### config.mk
export PLATFORM = sky130hd
export DESIGN_NAME = reg_bus_adapter
export DESIGN_NICKNAME = d
export VERILOG_FILES = /design/src/rtl/reg_bus_pkg.sv /design/src/rtl/reg_bus_rsp_fifo.sv /design/src/rtl/reg_bus_adapter.sv
export SDC_FILE = /design/constraint.sdc
export NUM_CORES = 1
export LEC_CHECK = 0
export BUFFER_PORTS_ARGS = -buffer_cell sky130_fd_sc_hd__clkbuf_2
export CAP_MARGIN = 20
export CELL_PAD_IN_SITES_DETAIL_PLACEMENT = 0
export CELL_PAD_IN_SITES_GLOBAL_PLACEMENT = 1
export CORE_ASPECT_RATIO = 0.7
export CORE_MARGIN = 4
export CORE_UTILIZATION = 37
export DETAILED_ROUTE_END_ITERATION = 16
export PLACE_DENSITY = 0.81
export RECOVER_POWER = 25
export SYNTH_ARGS = -nofsm -noshare
export SYNTH_HDL_FRONTEND = slang
export SYNTH_SLANG_ARGS = --single-unit
### constraint.sdc
create_clock -name clk_i -period 4.1 [get_ports clk_i]
set_input_delay 0 -clock clk_i [delete_from_list [all_inputs] [get_ports clk_i]]
set_output_delay 0 -clock clk_i [all_outputs]
set_load 0.05 [all_outputs]
### src/rtl/reg_bus_pkg.sv
// reg_bus_pkg: response record and constants shared by the register bus adapter
package reg_bus_pkg;
  localparam int RSP_DW = 32;
  typedef struct packed {
    logic [RSP_DW-1:0] rdata;
    logic              err;
  } reg_rsp_t;
  localparam reg_rsp_t RSP_ZERO = '0;
endpackage

### src/rtl/reg_bus_rsp_fifo.sv
// reg_bus_rsp_fifo: in-order response buffer between device strobes and host response channel
// ports: push_i/wdata_i enqueue, pop_i dequeue, rdata_o head (zero when empty), full_o/empty_o/count_o status
module reg_bus_rsp_fifo
  import reg_bus_pkg::*;
#(
  parameter int DEPTH = 2,
  localparam int CW = $clog2(DEPTH + 1)
) (
  input  logic          clk_i,
  input  logic          rst_ni,
  input  logic          push_i,
  input  reg_rsp_t      wdata_i,
  input  logic          pop_i,
  output reg_rsp_t      rdata_o,
  output logic          full_o,
  output logic          empty_o,
  output logic [CW-1:0] count_o
);
  localparam int PW = DEPTH > 1 ? $clog2(DEPTH) : 1;
  reg_rsp_t mem_q [DEPTH];
  logic [PW-1:0] wptr_q, wptr_d, rptr_q, rptr_d;
  logic [CW-1:0] count_q, count_d;
  logic do_push, do_pop;
  function automatic logic [PW-1:0] inc(input logic [PW-1:0] p);
    return p == PW'(DEPTH - 1) ? '0 : p + 1'b1;
  endfunction
  assign full_o  = count_q == CW'(DEPTH);
  assign empty_o = count_q == '0;
  assign count_o = count_q;
  assign do_push = push_i & ~full_o;
  assign do_pop  = pop_i & ~empty_o;
  assign wptr_d  = do_push ? inc(wptr_q) : wptr_q;
  assign rptr_d  = do_pop ? inc(rptr_q) : rptr_q;
  assign count_d = count_q + CW'(do_push) - CW'(do_pop);
  assign rdata_o = empty_o ? RSP_ZERO : mem_q[rptr_q];
  always_ff @(posedge clk_i or negedge rst_ni) begin
    if (!rst_ni) begin
      wptr_q  <= '0;
      rptr_q  <= '0;
      count_q <= '0;
    end else begin
      wptr_q  <= wptr_d;
      rptr_q  <= rptr_d;
      count_q <= count_d;
    end
  end
  always_ff @(posedge clk_i) begin
    if (do_push) mem_q[wptr_q] <= wdata_i;
  end
endmodule

### src/rtl/reg_bus_adapter.sv
// reg_bus_adapter: req/gnt/rsp host bus to single-cycle register strobe bridge for rv_timer
// host side: req_i/we_i/addr_i/wdata_i/be_i in, gnt_o out, rvalid_o/rdata_o/err_o out with rready_i back-pressure
// device side: reg_we/reg_re/reg_addr/reg_wdata/reg_be out, reg_rdata/reg_error in (valid in strobe cycle)
module reg_bus_adapter
  import reg_bus_pkg::*;
#(
  parameter int          AW        = 9,
  parameter int          DW        = 32,
  parameter logic [31:0] BASE_ADDR = 32'h4000_0000,
  parameter int          RSP_DEPTH = 2,
  localparam int         DBW       = DW / 8
) (
  input  logic           clk_i,
  input  logic           rst_ni,
  input  logic           req_i,
  input  logic           we_i,
  input  logic [31:0]    addr_i,
  input  logic [DW-1:0]  wdata_i,
  input  logic [DBW-1:0] be_i,
  output logic           gnt_o,
  output logic           rvalid_o,
  input  logic           rready_i,
  output logic [DW-1:0]  rdata_o,
  output logic           err_o,
  output logic           reg_we,
  output logic           reg_re,
  output logic [AW-1:0]  reg_addr,
  output logic [DW-1:0]  reg_wdata,
  output logic [DBW-1:0] reg_be,
  input  logic [DW-1:0]  reg_rdata,
  input  logic           reg_error
);
  localparam int CW = $clog2(RSP_DEPTH + 1);
  if (RSP_DEPTH < 1 || BASE_ADDR[AW-1:0] != '0) begin : g_bad_param
    $error("reg_bus_adapter: RSP_DEPTH must be >= 1 and BASE_ADDR aligned to 2**AW");
  end
  logic rdy_q, full, empty, accept, legal;
  logic [CW-1:0] count;
  reg_rsp_t push_rsp, head;
  always_ff @(posedge clk_i or negedge rst_ni) begin
    if (!rst_ni) rdy_q <= 1'b0;
    else rdy_q <= 1'b1;
  end
  // grant depends only on flops, so a pop in the same cycle cannot free a slot for a full FIFO
  assign gnt_o  = rdy_q & ~full;
  assign accept = req_i & gnt_o;
  assign legal  = addr_i[31:AW] == BASE_ADDR[31:AW] && addr_i[1:0] == 2'b00 && be_i != '0;
  assign reg_we    = accept & legal & we_i;
  assign reg_re    = accept & legal & ~we_i;
  assign reg_addr  = addr_i[AW-1:0];
  assign reg_wdata = wdata_i;
  assign reg_be    = be_i;
  assign push_rsp.rdata = legal & ~we_i ? reg_rdata : '0;
  assign push_rsp.err   = legal ? reg_error : 1'b1;
  reg_bus_rsp_fifo #(.DEPTH(RSP_DEPTH)) u_rsp_fifo (
    .clk_i   (clk_i),
    .rst_ni  (rst_ni),
    .push_i  (accept),
    .wdata_i (push_rsp),
    .pop_i   (rvalid_o & rready_i),
    .rdata_o (head),
    .full_o  (full),
    .empty_o (empty),
    .count_o (count)
  );
  assign rvalid_o = ~empty;
  assign rdata_o  = head.rdata;
  assign err_o    = head.err;
  a_host_stable: assert property (@(posedge clk_i) disable iff (!rst_ni)
    req_i && !gnt_o ##1 req_i |-> $stable({addr_i, we_i, wdata_i, be_i}));
  a_count_range: assert property (@(posedge clk_i) disable iff (!rst_ni)
    count <= CW'(RSP_DEPTH));
endmodule

# Word level (Yosys, flattened, before mapping)
# Memories as Yosys holds them, arrays and structs flattened.
# Index checks and enable logic that the tools add are counted.
[op_classes] add_sub_neg=4 eq_ne=2 n_mux=7 bitwise=12 n_reduce_logical=5
[ops] operator="2-to-1 mux 33 bit" n=1
[ops] operator="2-to-1 mux 32 bit" n=1
[ops] operator="equality test 23 x 22 -> 1 bit, second input constant" n=1
[ops] operator="bitwise AND 1 bit" n=9
[ops] operator="2-to-1 mux 1 bit" n=5
[ops] operator="logical NOT 2 bit" n=2
[ops] operator="nonzero test 4 bit" n=1
[ops] operator="NOT 1 bit" n=3
[ops] operator="adder 1 bit, second input constant" n=2
[ops] operator="adder 2 x 1 -> 2 bit" n=1
[ops] operator="equality test 2 bit, second input constant" n=1
[ops] operator="logical AND 1 bit" n=2
[ops] operator="subtractor 2 x 1 -> 2 bit" n=1
[word_totals] register_bits=5 ramBits=66 input_bits=106 out_inout_bits=82 elab_cells=35 n_memories=1
[mem_list] name="u_rsp_fifo.mem_q" depth=2 word_bits=33 rd=1 rd_clocked_by_memory_dff=0 write_ports=1 line_no="reg_bus_rsp_fifo.sv:20" text="reg_rsp_t mem_q [DEPTH];"

# Depth between registers and ports, before layout
[logic_depth] ltp_word=7 ltp_mapped=8 mapped_depth_nobuf=8

# Modules after synthesis
# Synthesis repeated with hierarchy kept, for this count alone.
[hier_totals] cells_unflattened=294 hier_area_um2=3778.6
[modules_own_cells] module="reg_bus_rsp_fifo" instances=1 cells_each=157 area_per_inst_um2=2743.9 seq_area_each_um2=2082.0
[modules_own_cells] module="reg_bus_adapter" instances=1 cells_each=137 area_per_inst_um2=1034.7 seq_area_each_um2=25.0

# Worst setup path before layout
# OpenSTA, ideal clock, no wires.
[synth_timing] path_type="flip-flop to flip-flop" startpoint="register u_rsp_fifo.count_q[0], in the netlist u_rsp_fifo.count_o[0]" endpoint="memory u_rsp_fifo.mem_q[1][0] (netlist name) (enable)" setup_ps=393 arrival_time_ps=2598 required_time_ps=3707 slack_ps=1109 path_stages_with_launch=4 path_buffers=0 period_less_slack_ps=2991 path_cell_list="dfrtp_1 > inv_1 > a21boi_0 > and3_1"
[synth_via] elab_chain_cells=7
[synth_rtl] item="start: declaration" line_no="reg_bus_rsp_fifo.sv:22" text="logic [CW-1:0] count_q, count_d;"
[synth_rtl] item="start signal: assignment" line_no="reg_bus_rsp_fifo.sv:44" text="count_q <= count_d;"
[synth_rtl] item="equality test 2 bit" line_no="reg_bus_rsp_fifo.sv:27" text="assign full_o = count_q == CW'(DEPTH);"
[synth_rtl] item="NOT 1 bit" line_no="reg_bus_adapter.sv:45" text="assign gnt_o = rdy_q & ~full;"
[synth_rtl] item="bitwise AND 1 bit" line_no="reg_bus_adapter.sv:45"
[synth_rtl] item="via gnt_o" line_no="reg_bus_adapter.sv:20" text="output logic gnt_o,"
[synth_rtl] item="bitwise AND 1 bit" line_no="reg_bus_adapter.sv:46" text="assign accept = req_i & gnt_o;"
[synth_rtl] item="bitwise AND 1 bit" line_no="reg_bus_rsp_fifo.sv:30" text="assign do_push = push_i & ~full_o;"
[synth_rtl] item="2-to-1 mux 1 bit" line_no="reg_bus_rsp_fifo.sv:48" text="if (do_push) mem_q[wptr_q] <= wdata_i;"
[synth_rtl] item="2-to-1 mux 1 bit (implied by the code)" line_no="reg_bus_rsp_fifo.sv:48"
[synth_rtl] item="end: declaration" line_no="reg_bus_rsp_fifo.sv:20"
# The timed path passes the listed nets, and every way through them passes these cells.

# Final worst setup path
[layout_timing] startpoint="register u_rsp_fifo.count_q[1], in the netlist u_rsp_fifo.count_o[1]" endpoint="register u_rsp_fifo.count_q[1], in the netlist u_rsp_fifo.count_o[1]"
[layout_via] elab_cells_between_ends=11
[layout_rtl] item="logical NOT 2 bit *" line_no="reg_bus_rsp_fifo.sv:28" text="assign empty_o = count_q == '0;"
[layout_rtl] item="NOT 1 bit *" line_no="reg_bus_rsp_fifo.sv:31, reg_bus_adapter.sv:66"
[layout_rtl] item="bitwise AND 1 bit" line_no="reg_bus_adapter.sv:60" text=".pop_i (rvalid_o & rready_i),"
[layout_rtl] item="bitwise AND 1 bit *" line_no="reg_bus_rsp_fifo.sv:31" text="assign do_pop = pop_i & ~empty_o;"
[layout_rtl] item="via u_rsp_fifo.do_pop" line_no="reg_bus_rsp_fifo.sv:23" text="logic do_push, do_pop;"
[layout_rtl] item="subtractor 2 x 1 -> 2 bit *" line_no="reg_bus_rsp_fifo.sv:34" text="assign count_d = count_q + CW'(do_push) - CW'(do_pop);"
[layout_rtl] item="via u_rsp_fifo.count_d[1]" line_no="reg_bus_rsp_fifo.sv:22"
# Mark *: on every way through the listed nets, which the timed path passes. The rest lies on a longest branch.
# A chain may end at the register's enable or synchronous reset.

==> run_results.csv <==
group,metric,value,unit
synth,synthDistinctLibCells,27,
die,die-width,127,um
sta,count_of_final_max_slew_check_failures,0,
detailed_routing,route.vias.total,2202,
clocking,cts.hold.buffers_added,2,
synth,synth_cells,293,
synth,synth_fa_ha_area_share,0.678,%
detailed_routing,number_of_remaining_drc_errors,0,
finish,antennaDiodeCount,0,
pwr,power.share.combinational,43.4,%
pwr,power.static_leakage,1.81,nW
sta,fin_crit_sh,56.9,%
sta,grt_setup_unrepaired,"false",
worst_setup_path,regToRegSetupSlack,1.77,ns
finish,layout.cells.most_common_list,"102 x sky130_fd_sc_hd__clkbuf_2, 66 x sky130_fd_sc_hd__edfxtp_1, 38 x sky130_fd_sc_hd__inv_1, 34 x sky130_fd_sc_hd__nor2_1, 33 x sky130_fd_sc_hd__mux2i_1",
global_route,grt_pass1_vias,2292,
pwr,power.net_switching,1.35,mW
synth,postSynthAreaPerCell,12.6,um2
detailed_routing,detail_route.vias_per_cell,4.48,
global_route,initial_antenna_violation_count,0,
sta,worstMarginPinSlew,1.01,ns
detailed_routing,postRouteWirelength,7200,um
clocking,worstSkewPairLatency,0.32,ns
global_route,grt_first_pass_wirelength,11600,um
worst_setup_path,crit_path_end_kind,"flop",
sta,final.hold.worst_slack,0.0000166,ns
synth,combinational_family_with_the_most_area_after_synthesis,"simple AND/OR/NAND/NOR gates",
synth,synth_warnings,0,
synth,synth-seq-area-share,57.1,%
place,hpwl,5000,um
place,final_gp_congestion,0.771,
detailed_routing,route.detailed.wl_per_inst,14.7,um
sta,fin_setup_tns,0,ns
clocking,numClockSinks,71,
sta,worst_clk_skew,0.00455,ns
finish,areaGrowthSynthToFinish,15.1,%
worst_setup_path,worst-endpoint-arrival,2.57,ns
run_status,run_status,"finished clean",
die,start_util,38.0,%
worst_hold_path,kind_of_path_behind_the_tightest_hold_check,"input pin to output pin",
pwr,ir_drop,0.280,mV
global_route,grt_max_degree,36,
clocking,ctsRootBufferMaster,"sky130_fd_sc_hd__clkbuf_16",
clocking,cts.clk_slew.worst_paths,0.05,ns
die,floorplan.rows,30,
die,die_area,11700,um2
synth,synth.cell_area,3690,um2
clocking,total_setup_buffers_inserted_after_cts,0,
finish,final_layout_size_suffix_gt1_share,42.1,%
sta,worst_slew_margin_rel,32.9,%
finish,finish.net_count,466,
sta,clock.fmax,0.429,GHz
synth,yosys.area_share.simple,16.6,%
global_route,combined_global_route_utilization_of_all_metal_layers,13.0,%
detailed_routing,detailedRoute.firstIterationViolations,140,
worst_setup_path,crit_path_max_fanout,34,
clocking,cts_max_level,3,
finish,utilization,43.7,%
finish,finish.cell_count_without_fillers,491,
finish,final_common_cell,"sky130_fd_sc_hd__clkbuf_2",
worst_setup_path,worst-setup-path-type,"flop to flop",
synth,synthXorXnorAreaFrac,0.949,%
clocking,clock_path_buffers,2,
place,dp_cells,473,
die,die_height,91.6,um
sta,hold_viol_final,0,
synth,synth_nets,401,
pwr,p_seq_share,34.1,%
die,design.core.area,9720,um2
pwr,switching_share,45.5,%
worst_setup_path,setup.worst_path.start_class,"flop",
clocking,tritoncts_clock_tree,"built",
global_route,globalRouteOverflowTotal,0,
detailed_routing,ant_nets,0,
sta,final.min_clock_period,2.33,ns
pwr,clockPowerShare,22.4,%
detailed_routing,drt-pass1-iter-count,4,
sta,finalSetupViolCount,0,
synth,synth_compound_gate_area_share,0.407,%
clocking,cts-buffers-inserted,9,
worst_setup_path,cp.required,4.34,ns
synth,synth.mux.area_fraction,8.95,%
clocking,cts.repair.resized,0,
pwr,powerDensity,699,nW/um2
place,port_buffers,109,
flow_run,cap_violations,0,
synth,flops_latches_synth,71,
pwr,internal_power,1.62,mW
die,floorplan.io_pins,188,
final timing paths:
path,from,end,cells past startpoint
setup / recovery,u_rsp_fifo.count_o[1]$_DFF_PN0_,u_rsp_fifo.count_o[1]$_DFF_PN0_,8
hold / removal,wdata_i[8],reg_wdata[8],0
setup reg to reg,u_rsp_fifo.count_o[1]$_DFF_PN0_,u_rsp_fifo.count_o[1]$_DFF_PN0_,8
hold reg to reg,u_rsp_fifo.wptr_q$_DFFE_PN0P_,u_rsp_fifo.wptr_q$_DFFE_PN0P_,1
max in group asynchronous,rst_ni,u_rsp_fifo.rptr_q$_DFFE_PN0P_,2
min in group asynchronous,rst_ni,u_rsp_fifo.count_o[1]$_DFF_PN0_,2
power by group through the flow:
stage          clock (mW)  combinational [mW]  sequential (mW)
2_1_floorplan           0                1.18            0.930
3_3_place_gp            0                1.30             1.03
3_5_place_dp            0                1.31             1.03
4_1_cts             0.680                1.31             1.02
5_1_grt             0.714                1.38             1.03
6_report            0.666                1.29             1.01
cell families (layout without fill, tap and decap cells):
kind of cell             after synthesis  in the layout
AO/OA/AOI/OAI                          2              2
XOR/XNOR                               4              4
adder cells (fa/ha/maj)                2              2
buffers and inverters                 96            166
flip-flops                            71             71
multiplexers                          33             33
other                                  1              1
AND/OR/NAND/NOR                       84             84
synthesized netlist by cell type, drive strengths merged:
cell | instances | area (um2)
inv | 38 | 143
a21boi | 1 | 7.51
nor4b | 1 | 23.8
dfrtp | 5 | 125
ha | 2 | 25.0
nand4 | 3 | 33.8
and3 | 1 | 6.26
clkbuf | 3 | 11.3
xnor2 | 3 | 26.3
or4 | 1 | 11.3
nor4 | 5 | 65.1
nor2 | 36 | 135
or3 | 1 | 6.26
o211ai | 1 | 7.51
edfxtp | 66 | 1980
xor2 | 1 | 8.76
nor3 | 35 | 325
buf | 55 | 407
conb | 1 | 3.75
and2 | 1 | 6.26
mux2i | 33 | 330
stage by stage:
| step | setup WS (ns) | power (mW) | instance area [um2] |
|---|---|---|---|
| 2_1_floorplan | 1.11 | 2.11 | 3690 |
| 3_3_place_gp | 1.85 | 2.32 | 4000 |
| 3_5_place_dp | 1.75 | 2.34 | 4000 |
| 4_1_cts | 1.74 | 3.01 | 4280 |
| 5_1_grt | 1.59 | 3.12 | 4250 |
| 6_report | 1.77 | 2.97 | 4250 |
critical path, stage by stage, from the launching register on:
cell and delay, ns:
sky130_fd_sc_hd__dfrtp_1 0.44, sky130_fd_sc_hd__nor2_4 0.65, sky130_fd_sc_hd__inv_1 0.12, sky130_fd_sc_hd__and2_1 0.22
sky130_fd_sc_hd__ha_1 0.28, sky130_fd_sc_hd__inv_1 0.05, sky130_fd_sc_hd__ha_1 0.19, sky130_fd_sc_hd__xnor2_1 0.17
sky130_fd_sc_hd__xnor2_1 0.14
flip-flops by register name, summed over array words and instances (netlist names):
register            flops
rdy_q                   1
u_rsp_fifo.count_o      2
u_rsp_fifo.mem_q       66
u_rsp_fifo.rptr_q       1
u_rsp_fifo.wptr_q       1
layout make-up:
| cell class | count | area (um2) |
|---|---|---|
| Fill cell | 911 | 5480 |
| Sequential cell | 71 | 2110 |
| Multi-Input combinational cell | 126 | 1010 |
| Timing Repair Buffer | 112 | 564 |
| Clock buffer | 11 | 233 |
| Tap cell | 128 | 160 |
| Inverter | 38 | 143 |
| Clock inverter | 5 | 25.0 |
metal layers:
metal	GRT usage (%)	routed length (um)	vias to the layer above
met5	0	0	-
met4	3.48	45	0
met3	6.70	632	10
met2	19.1	3200	93
met1	16.8	3320	1019
li1	-	-	1080
Power figures use the tool's default switching activity.
